--- src/rtl/oled_pkg.sv ---
// Shared constants and state encoding for the OLED character buffer.
package oled_pkg;
  localparam int          ADDR_W      = 6;
  localparam int          DEPTH       = 1 << ADDR_W;
  localparam logic [5:0]  APPEND_ADDR = 6'h3F;
  localparam logic [7:0]  BLANK       = 8'h20;
  localparam logic [7:0]  FF_CHAR     = 8'h0C;

  typedef enum logic [1:0] {IDLE, CLEAR, STREAM} state_t;
endpackage

--- src/rtl/char_ram.sv ---
// 64x8 character store: one synchronous write port, one asynchronous read port.
module char_ram
  import oled_pkg::*;
(
  input  logic              sysclk,
  input  logic              we,
  input  logic [ADDR_W-1:0] waddr,
  input  logic [7:0]        wdata,
  input  logic [ADDR_W-1:0] raddr,
  output logic [7:0]        rdata
);
  logic [7:0] mem [DEPTH];

  always_ff @(posedge sysclk)
    if (we) mem[waddr] <= wdata;

  assign rdata = mem[raddr];
endmodule

--- src/rtl/oled_char_buffer.sv ---
// Processor-facing OLED character image with clear engine and valid/ready frame streamer.
module oled_char_buffer
  import oled_pkg::*;
(
  input  logic              sysclk,
  input  logic              cpu_reset,
  input  logic              we,
  input  logic [ADDR_W-1:0] write_addr,
  input  logic [7:0]        write_data,
  input  logic              frame_req,
  output logic              out_valid,
  input  logic              out_ready,
  output logic [7:0]        out_data,
  output logic [ADDR_W-1:0] out_idx,
  output logic              out_last,
  output logic [ADDR_W-1:0] cursor,
  output logic              dirty,
  output logic              busy,
  output logic              drop
);
  state_t            state;
  logic [ADDR_W-1:0] clr_idx;
  logic              clr_pend;

  logic              cpu_wr, wr_ff, wr_cell, accept;
  logic [ADDR_W-1:0] wr_addr, ld_idx, ram_addr;
  logic [7:0]        rd_data, ld_data, ram_data;
  logic              ram_we;

  assign cpu_wr  = we && (state != CLEAR);
  assign wr_ff   = cpu_wr && (write_data == FF_CHAR);
  assign wr_cell = cpu_wr && (write_data != FF_CHAR);
  assign wr_addr = (write_addr == APPEND_ADDR) ? cursor : write_addr;
  assign accept  = out_valid && out_ready;

  // Cell about to be loaded into out_data; a same-cycle write to it bypasses the RAM.
  assign ld_idx  = (state == IDLE) ? '0 : out_idx + 6'd1;
  assign ld_data = (wr_cell && (wr_addr == ld_idx)) ? write_data : rd_data;

  assign ram_we   = (state == CLEAR) || wr_cell;
  assign ram_addr = (state == CLEAR) ? clr_idx : wr_addr;
  assign ram_data = (state == CLEAR) ? BLANK : write_data;

  assign busy = (state == CLEAR) || clr_pend;

  char_ram u_ram (
    .sysclk (sysclk),
    .we     (ram_we),
    .waddr  (ram_addr),
    .wdata  (ram_data),
    .raddr  (ld_idx),
    .rdata  (rd_data)
  );

  always_ff @(posedge sysclk) begin
    if (cpu_reset) begin
      state     <= CLEAR;
      clr_idx   <= '0;
      clr_pend  <= 1'b0;
      cursor    <= '0;
      out_valid <= 1'b0;
      out_last  <= 1'b0;
      out_idx   <= '0;
      out_data  <= BLANK;
      dirty     <= 1'b1;
      drop      <= 1'b0;
    end else begin
      drop <= we && (state == CLEAR);
      if (wr_cell) begin
        dirty <= 1'b1;
        if (write_addr == APPEND_ADDR) cursor <= cursor + 6'd1;
      end
      case (state)
        CLEAR: begin
          clr_idx <= clr_idx + 6'd1;
          cursor  <= '0;
          dirty   <= 1'b1;
          if (clr_idx == 6'd63) state <= IDLE;
        end
        IDLE: begin
          if (clr_pend || wr_ff) begin
            state    <= CLEAR;
            clr_idx  <= '0;
            clr_pend <= 1'b0;
          end else if (frame_req && dirty) begin
            state     <= STREAM;
            out_valid <= 1'b1;
            out_idx   <= '0;
            out_last  <= 1'b0;
            out_data  <= ld_data;
            if (!wr_cell) dirty <= 1'b0;
          end
        end
        STREAM: begin
          if (wr_ff) clr_pend <= 1'b1;
          if (accept) begin
            if (out_idx == 6'd63) begin
              out_valid <= 1'b0;
              out_last  <= 1'b0;
              state     <= IDLE;
            end else begin
              out_idx  <= ld_idx;
              out_data <= ld_data;
              out_last <= (ld_idx == 6'd63);
            end
          end
        end
        default: state <= CLEAR;
      endcase
    end
  end
endmodule
--- config.mk ---
export PLATFORM = sky130hd
export DESIGN_NAME = oled_char_buffer
export DESIGN_NICKNAME = d
export VERILOG_FILES = /design/src/rtl/oled_pkg.sv /design/src/rtl/char_ram.sv /design/src/rtl/oled_char_buffer.sv
export SDC_FILE = /design/constraint.sdc
export NUM_CORES = 1
export LEC_CHECK = 0
export ABC_AREA = 1
export CAP_MARGIN = 0
export CORE_UTILIZATION = 50
export DETAILED_ROUTE_END_ITERATION = 6
export PLACE_DENSITY_LB_ADDON = 0.2
export SLEW_MARGIN = 20
export SYNTH_ARGS = -nofsm -noshare
export SYNTH_HDL_FRONTEND = slang
export SYNTH_SLANG_ARGS = --single-unit
--- constraint.sdc ---
create_clock -name sysclk -period 3.2 [get_ports sysclk]
set_input_delay 0.48 -clock sysclk [delete_from_list [all_inputs] [get_ports sysclk]]
set_output_delay 0.48 -clock sysclk [all_outputs]
set_load 0.02 [all_outputs]
==> impl_metrics.yaml, run 1 <==
hold_path:
  hold_class: "in2reg"
clock_network:
  cts_tree: "yes"
  path_clk_slew_ps: 60
  cts_buffers: 56
  clock_latency_ps: 610
  cts_root_buf: "clkbuf_16"
  post_cts_buffers: 0
  htree_levels: 2
  clock_sinks: 545
  clk_path_buf_depth: 3
  cts-resized-gates: 0
  hold_buffers: 0
final_layout:
  post-route-util_pct: 58.76
  register_area_um2: 16040
  fin_cells: 3207
  fin_nets: 2569
  fill_cells: 4025
  diodes: 0
  multi_input_area_um2: 6203
  drive_gt1_share_pct: 9.298
  areaGrowthSynthToFinish_pct: 16.28
global_routing:
  grt_pass1_vias: 17090
  grt_max_degree: 86
  grt-ovfl-total: 0
  grt_pass1_wl_um: 100300
  antenna_found_initial: 0
  grt.total_usage_pct: 27.22
drt:
  route.vias.total: 17540
  routed_wirelength_um: 65630
  initialDrtViolationCount: 1921
  dr.pass1.iters: 6
  wl_per_cell_um: 20.46
  drt-vias-per-instance: 5.468
  drtAntennaViolNets: 0
  drc: 0
logic_synthesis:
  ys_ff_latch: 545
  ys_warn_count: 0
  ys_types: 36
  synth_commonest_cells: "edfxtp_1 (512), nand2_1 (462), nand3_1 (435), inv_1 (375), nor2_1 (328)"
  post-synth-top-count-cell: "edfxtp_1"
  avgSynthCellArea_um2: 9.920
  ys_seq_area_share_pct: 66.60
  synth_top_area_cell: "edfxtp_1"
  synthTopCellsByArea: "edfxtp_1 (64%), nand3_1 (9.0%), nand2_1 (7.2%)"
  ys_async_sr_fraction_pct: 0
  ys.flop_type: "edfxtp_1"
  synth_top_area_share_pct: 63.86
  synth_edf_count: 512
  synth_area_um2: 24080
  synthesis.instances: 2427
  syn_nets: 2449
sta:
  tightest_slew_ps: 742.9
  finClkSkew_ps: 24.54
  finalSetupViolations: 0
  worst_slew_margin_rel_pct: 50.30
  whs_ps: 445.4
  hold_violations: 0
  drv_slew: 0
  min_period_ps: 3041
  rsz0062_at_grt: "false"
  finalCritPeriodShare_pct: 95.02
  fmax_mhz: 328.9
setup_path:
  crit_family: "buffers and inverters"
  worstPathRequired_ps: 2720
  worstPathArrival_ps: 2560
  critPathMaxStageDelay_ps: 590
  crit_chain: "inv_2 -> nor2_4 -> inv_1 -> buf_4 -> nand2_1 -> clkdlybuf4s50_1"
  crit_fanout: 12
  critPathLaunchType: "flip-flop"
  endpoint_kind: "primary output"
  slowest_stage: "clkdlybuf4s50_1"
  path_class: "reg2out"
  crit_buf_inv: 4
die:
  die_area_um2: 49030
  start_util_pct: 50.53
  rows: 80
  core_area_um2: 47650
  die_w_um: 221.4
  io_pins: 44
  die_h_um: 221.4
placement:
  placed_cells: 3104
  dp_hpwl_um: 40490
  io_buffers: 43
  gp_congestion: 0.8996
pwr:
  ir_drop_mv: 0.5903
  p_leak_nw: 11.77
  power.density_nw_per_um2: 511.0
flow_run:
  cap_viol_max_count: 0
status:
  status: "complete, no violations"
==> layout by cell type (no fill, tap or decap), drive strengths merged <==
| cell | instances |
|---|---|
| a21boi | 1 |
| a21oi | 28 |
| a221oi | 1 |
| a31oi | 2 |
| buf | 134 |
| bufinv | 4 |
| clkbuf | 70 |
| clkdlybuf4s50 | 43 |
| clkinv | 25 |
| clkinvlp | 4 |
| dfxtp | 33 |
| edfxtp | 512 |
| ha | 3 |
| inv | 381 |
| nand2 | 465 |
| nand3 | 437 |
| nand4 | 14 |
| nor2 | 332 |
| nor3 | 15 |
| nor3b | 2 |
| nor4 | 2 |
| o2111a | 1 |
| o2111ai | 1 |
| o211ai | 14 |
| o21ai | 63 |
| o31ai | 3 |
| or2 | 1 |
| xnor2 | 1 |
==> final timing paths <==
kind	slack [ps]	cells after the start	startpoint	end
max	160	6	state[0]	busy
min	450	3	we	drop
max reg2reg	180	8	state[0]	u_ram.mem[61][3]
min reg2reg	470	2	out_data[1]	out_data[1]
==> metal layers <==
layer / track usage [%] / wire, um
met4: 11.29 / 2357
met3: 5.179 / 5765
met5: 0 / 0
met2: 44.29 / 30950
met1: 36.01 / 26550
==> per-stage QoR <==
stage / setup WS (ps) / instance area (um2) / power, mW / setup TNS, ps
finish: 159.3 / 27990 / 14.30 / 0
CTS: 147.6 / 27990 / 14.39 / 0
global placement: -79.24 / 26240 / 8.159 / -3857
detailed placement: -176.8 / 26240 / 8.164 / -11390
global route: 14.83 / 27990 / 14.68 / 0
floorplan: 408.1 / 24080 / 8.001 / 0
==> cells by family (layout without fill, tap and decap cells) <==
group           Yosys count  count (layout)  synth area share, %
xor+xnor                  1               1              0.03639
simple gates           1268            1268                22.53
buf+inv                 496             661                8.019
fa+ha+maj                 3               3               0.1559
compound gates          114             114                2.656
flops                   545             545                66.60
==> report_power, final <==
group          leakage [nW]  switching (mW)  internal [mW]  total, mW
sequential             5.01          0.0155           7.73       7.75
combinational          5.91           0.173          0.102      0.276
clock                 0.851            2.68           3.60       6.28
==> tightest hold or removal path, cell delays in order <==
cell	delay, ps
clkdlybuf4s50_1	390
inv_1	70
nor3_1	50
==> area by class of cell <==
| class | count | area share (%) |
|---|---|---|
| clock inverters | 33 | 0.9609 |
| clock buffers | 70 | 5.305 |
| inverters | 381 | 5.118 |
| well taps | 615 | 2.749 |
| flip-flops and latches | 545 | 57.28 |
| multi-input cells | 1386 | 22.16 |
| repair buffers | 177 | 6.427 |
==> state kept, by name (all words and copies together), names as in the netlist <==
register	cells
u_ram.mem	512
out_data	8
clr_idx	6
cursor	6
out_idx	6
state	2
clr_pend	1
dirty	1
drop	1
out_last	1
out_valid	1
Power figures use the tool's default switching activity.
==> inputs of run 2 (changes only) <==
--- a/config.mk
+++ b/config.mk
@@ -7,6 +7,7 @@
 export LEC_CHECK = 0
 export ABC_AREA = 1
 export CAP_MARGIN = 0
+export CORE_ASPECT_RATIO = 1.2
 export CORE_UTILIZATION = 50
 export DETAILED_ROUTE_END_ITERATION = 6
 export PLACE_DENSITY_LB_ADDON = 0.2
==> impl_metrics.yaml, run 2 (synthesis gave the netlist of run 1 again) <==
final_layout:
  largest_register_ffs: 512
  top_register: "u_ram.mem"
  final_cell_mix: "edfxtp_1 (512), nand2_1 (460), nand3_1 (435)"
  layout.cells.most_common: "edfxtp_1"
  diodes: 0
  fill_cells: 3933
  fin_cells: 3213
  reg_top3: "u_ram.mem x512, out_data x8"
  drive_gt1_share_pct: 9.691
  fin_nets: 2574
  areaGrowthSynthToFinish_pct: 16.21
sta:
  worst_slew_margin_rel_pct: 41.61
  finClkSkew_ps: 20.90
  whs_ps: 468.8
  fmax_mhz: 346.1
  tightest_slew_ps: 875.9
  drv_slew: 0
  min_period_ps: 2889
  hold_violations: 0
  finalSetupViolations: 0
  finalCritPeriodShare_pct: 90.28
  rsz0062_at_grt: "false"
drt:
  wl_per_cell_um: 20.38
  drt-vias-per-instance: 5.452
  dr.pass1.iters: 6
  routed_wirelength_um: 65490
  drtAntennaViolNets: 0
  drc: 0
  route.vias.total: 17520
  initialDrtViolationCount: 1593
clock_network:
  cts_buffers: 52
  path_clk_slew_ps: 70
  cts_tree: "yes"
  htree_levels: 2
  clk_path_buf_depth: 3
  clock_sinks: 545
  post_cts_buffers: 0
  hold_buffers: 0
  cts_root_buf: "clkbuf_16"
  clock_latency_ps: 600
  cts-resized-gates: 0
die:
  core_area_um2: 47240
  io_pins: 44
  die_h_um: 242.4
  rows: 87
  die_w_um: 202.3
  die_area_um2: 49040
  start_util_pct: 50.96
setup_path:
  critPathMaxStageDelay_ps: 720
  crit_buf_inv: 1
  crit_fanout: 73
  worstPathRequired_ps: 3660
  crit_family: "simple AND/OR/NAND/NOR gates"
  crit_chain: "o21ai_4 -> buf_12 -> nand2_1 -> nand3_1 -> nand3_1 -> nand3_1 -> nand3_1 -> nand3_1 -> nand3_1 -> nand2_1 -> a21oi_1"
  path_common_cell: "nand3_1"
  endpoint_kind: "flip-flop"
  slowest_stage: "o21ai_4"
  critPathLaunchType: "flip-flop"
  path_class: "reg2reg"
  worstPathArrival_ps: 3350
global_routing:
  grt_max_degree: 152
  grt-ovfl-total: 0
  grt_pass1_vias: 16930
  grt.total_usage_pct: 26.93
  grt_pass1_wl_um: 98970
  antenna_found_initial: 0
placement:
  io_buffers: 43
  dp_hpwl_um: 40420
  placed_cells: 3121
  gp_congestion: 0.9124
pwr:
  power.density_nw_per_um2: 513.3
  p_leak_nw: 11.77
  ir_drop_mv: 0.3765
hold_path:
  hold_class: "reg2reg"
flow_run:
  cap_viol_max_count: 0
status:
  status: "complete, no violations"
run 2: cell types whose count changed in the layout (fill, tap and decap cells not counted):
cell,delta
clkbuf_16,-4
buf_4,+16
inv_8,-1
clkbuf_1,-8
bufinv_16,+5
inv_6,+1
clkinv_1,-4
clkbuf_8,-1
clkinvlp_2,+1
buf_12,-7
run 2: worst paths after layout:
check / from / end / slack [ps] / cells after the start
worst max-delay path: state[1] / out_data[6] / 310 / 11
worst min-delay path: out_data[0] / out_data[0] / 470 / 2
worst max register to register: state[1] / out_data[6] / 310 / 11
worst min register to register: out_data[0] / out_data[0] / 470 / 2
run 2: area by class of cell:
class / instances / area (um2) / area share [%]
repair buffers: 186 / 1779 / 6.359
clock inverters: 35 / 406.6 / 1.453
clock buffers: 57 / 1341 / 4.794
well taps: 623 / 779.5 / 2.786
multi-input cells: 1386 / 6203 / 22.17
flip-flops and latches: 545 / 16040 / 57.31
inverters: 381 / 1433 / 5.121
run 2: per-stage QoR:
| step | total power [mW] | cell area, um2 | worst slack [ps] | util [%] | setup TNS (ps) |
|---|---|---|---|---|---|
| CTS | 14.43 | 27980 | 314.7 | 59.22 | 0 |
| floorplan | 8.001 | 24080 | 408.1 | - | 0 |
| finish | 14.36 | 27980 | 311.1 | 59.22 | 0 |
| detailed placement | 8.163 | 26230 | -58.56 | 55.52 | -754.4 |
| global route | 14.69 | 27980 | 110.6 | 59.22 | 0 |
| global placement | 8.160 | 26230 | -16.11 | 55.52 | -203.5 |
run 2: power by group:
group	internal, mW	switching (mW)	total, mW
Clock	3.74	2.61	6.34
Sequential	7.73	0.0137	7.74
Combinational	0.0970	0.178	0.275
Total	11.6	2.80	14.4
run 2: per-layer routing:
metal | vias to the layer above | track usage (%) | share of wire, %
li1 | 8255 | - | -
met1 | 8261 | 34.59 | 39
met2 | 853 | 44.56 | 48
met3 | 148 | 4.466 | 8.3
met4 | 0 | 12.58 | 4.5
met5 | - | 0 | 0
run 2: tightest hold or removal path: stages, from the launching register on:
cell	delay, ps
dfxtp_1	310
nand2_1	60
a21oi_1	60
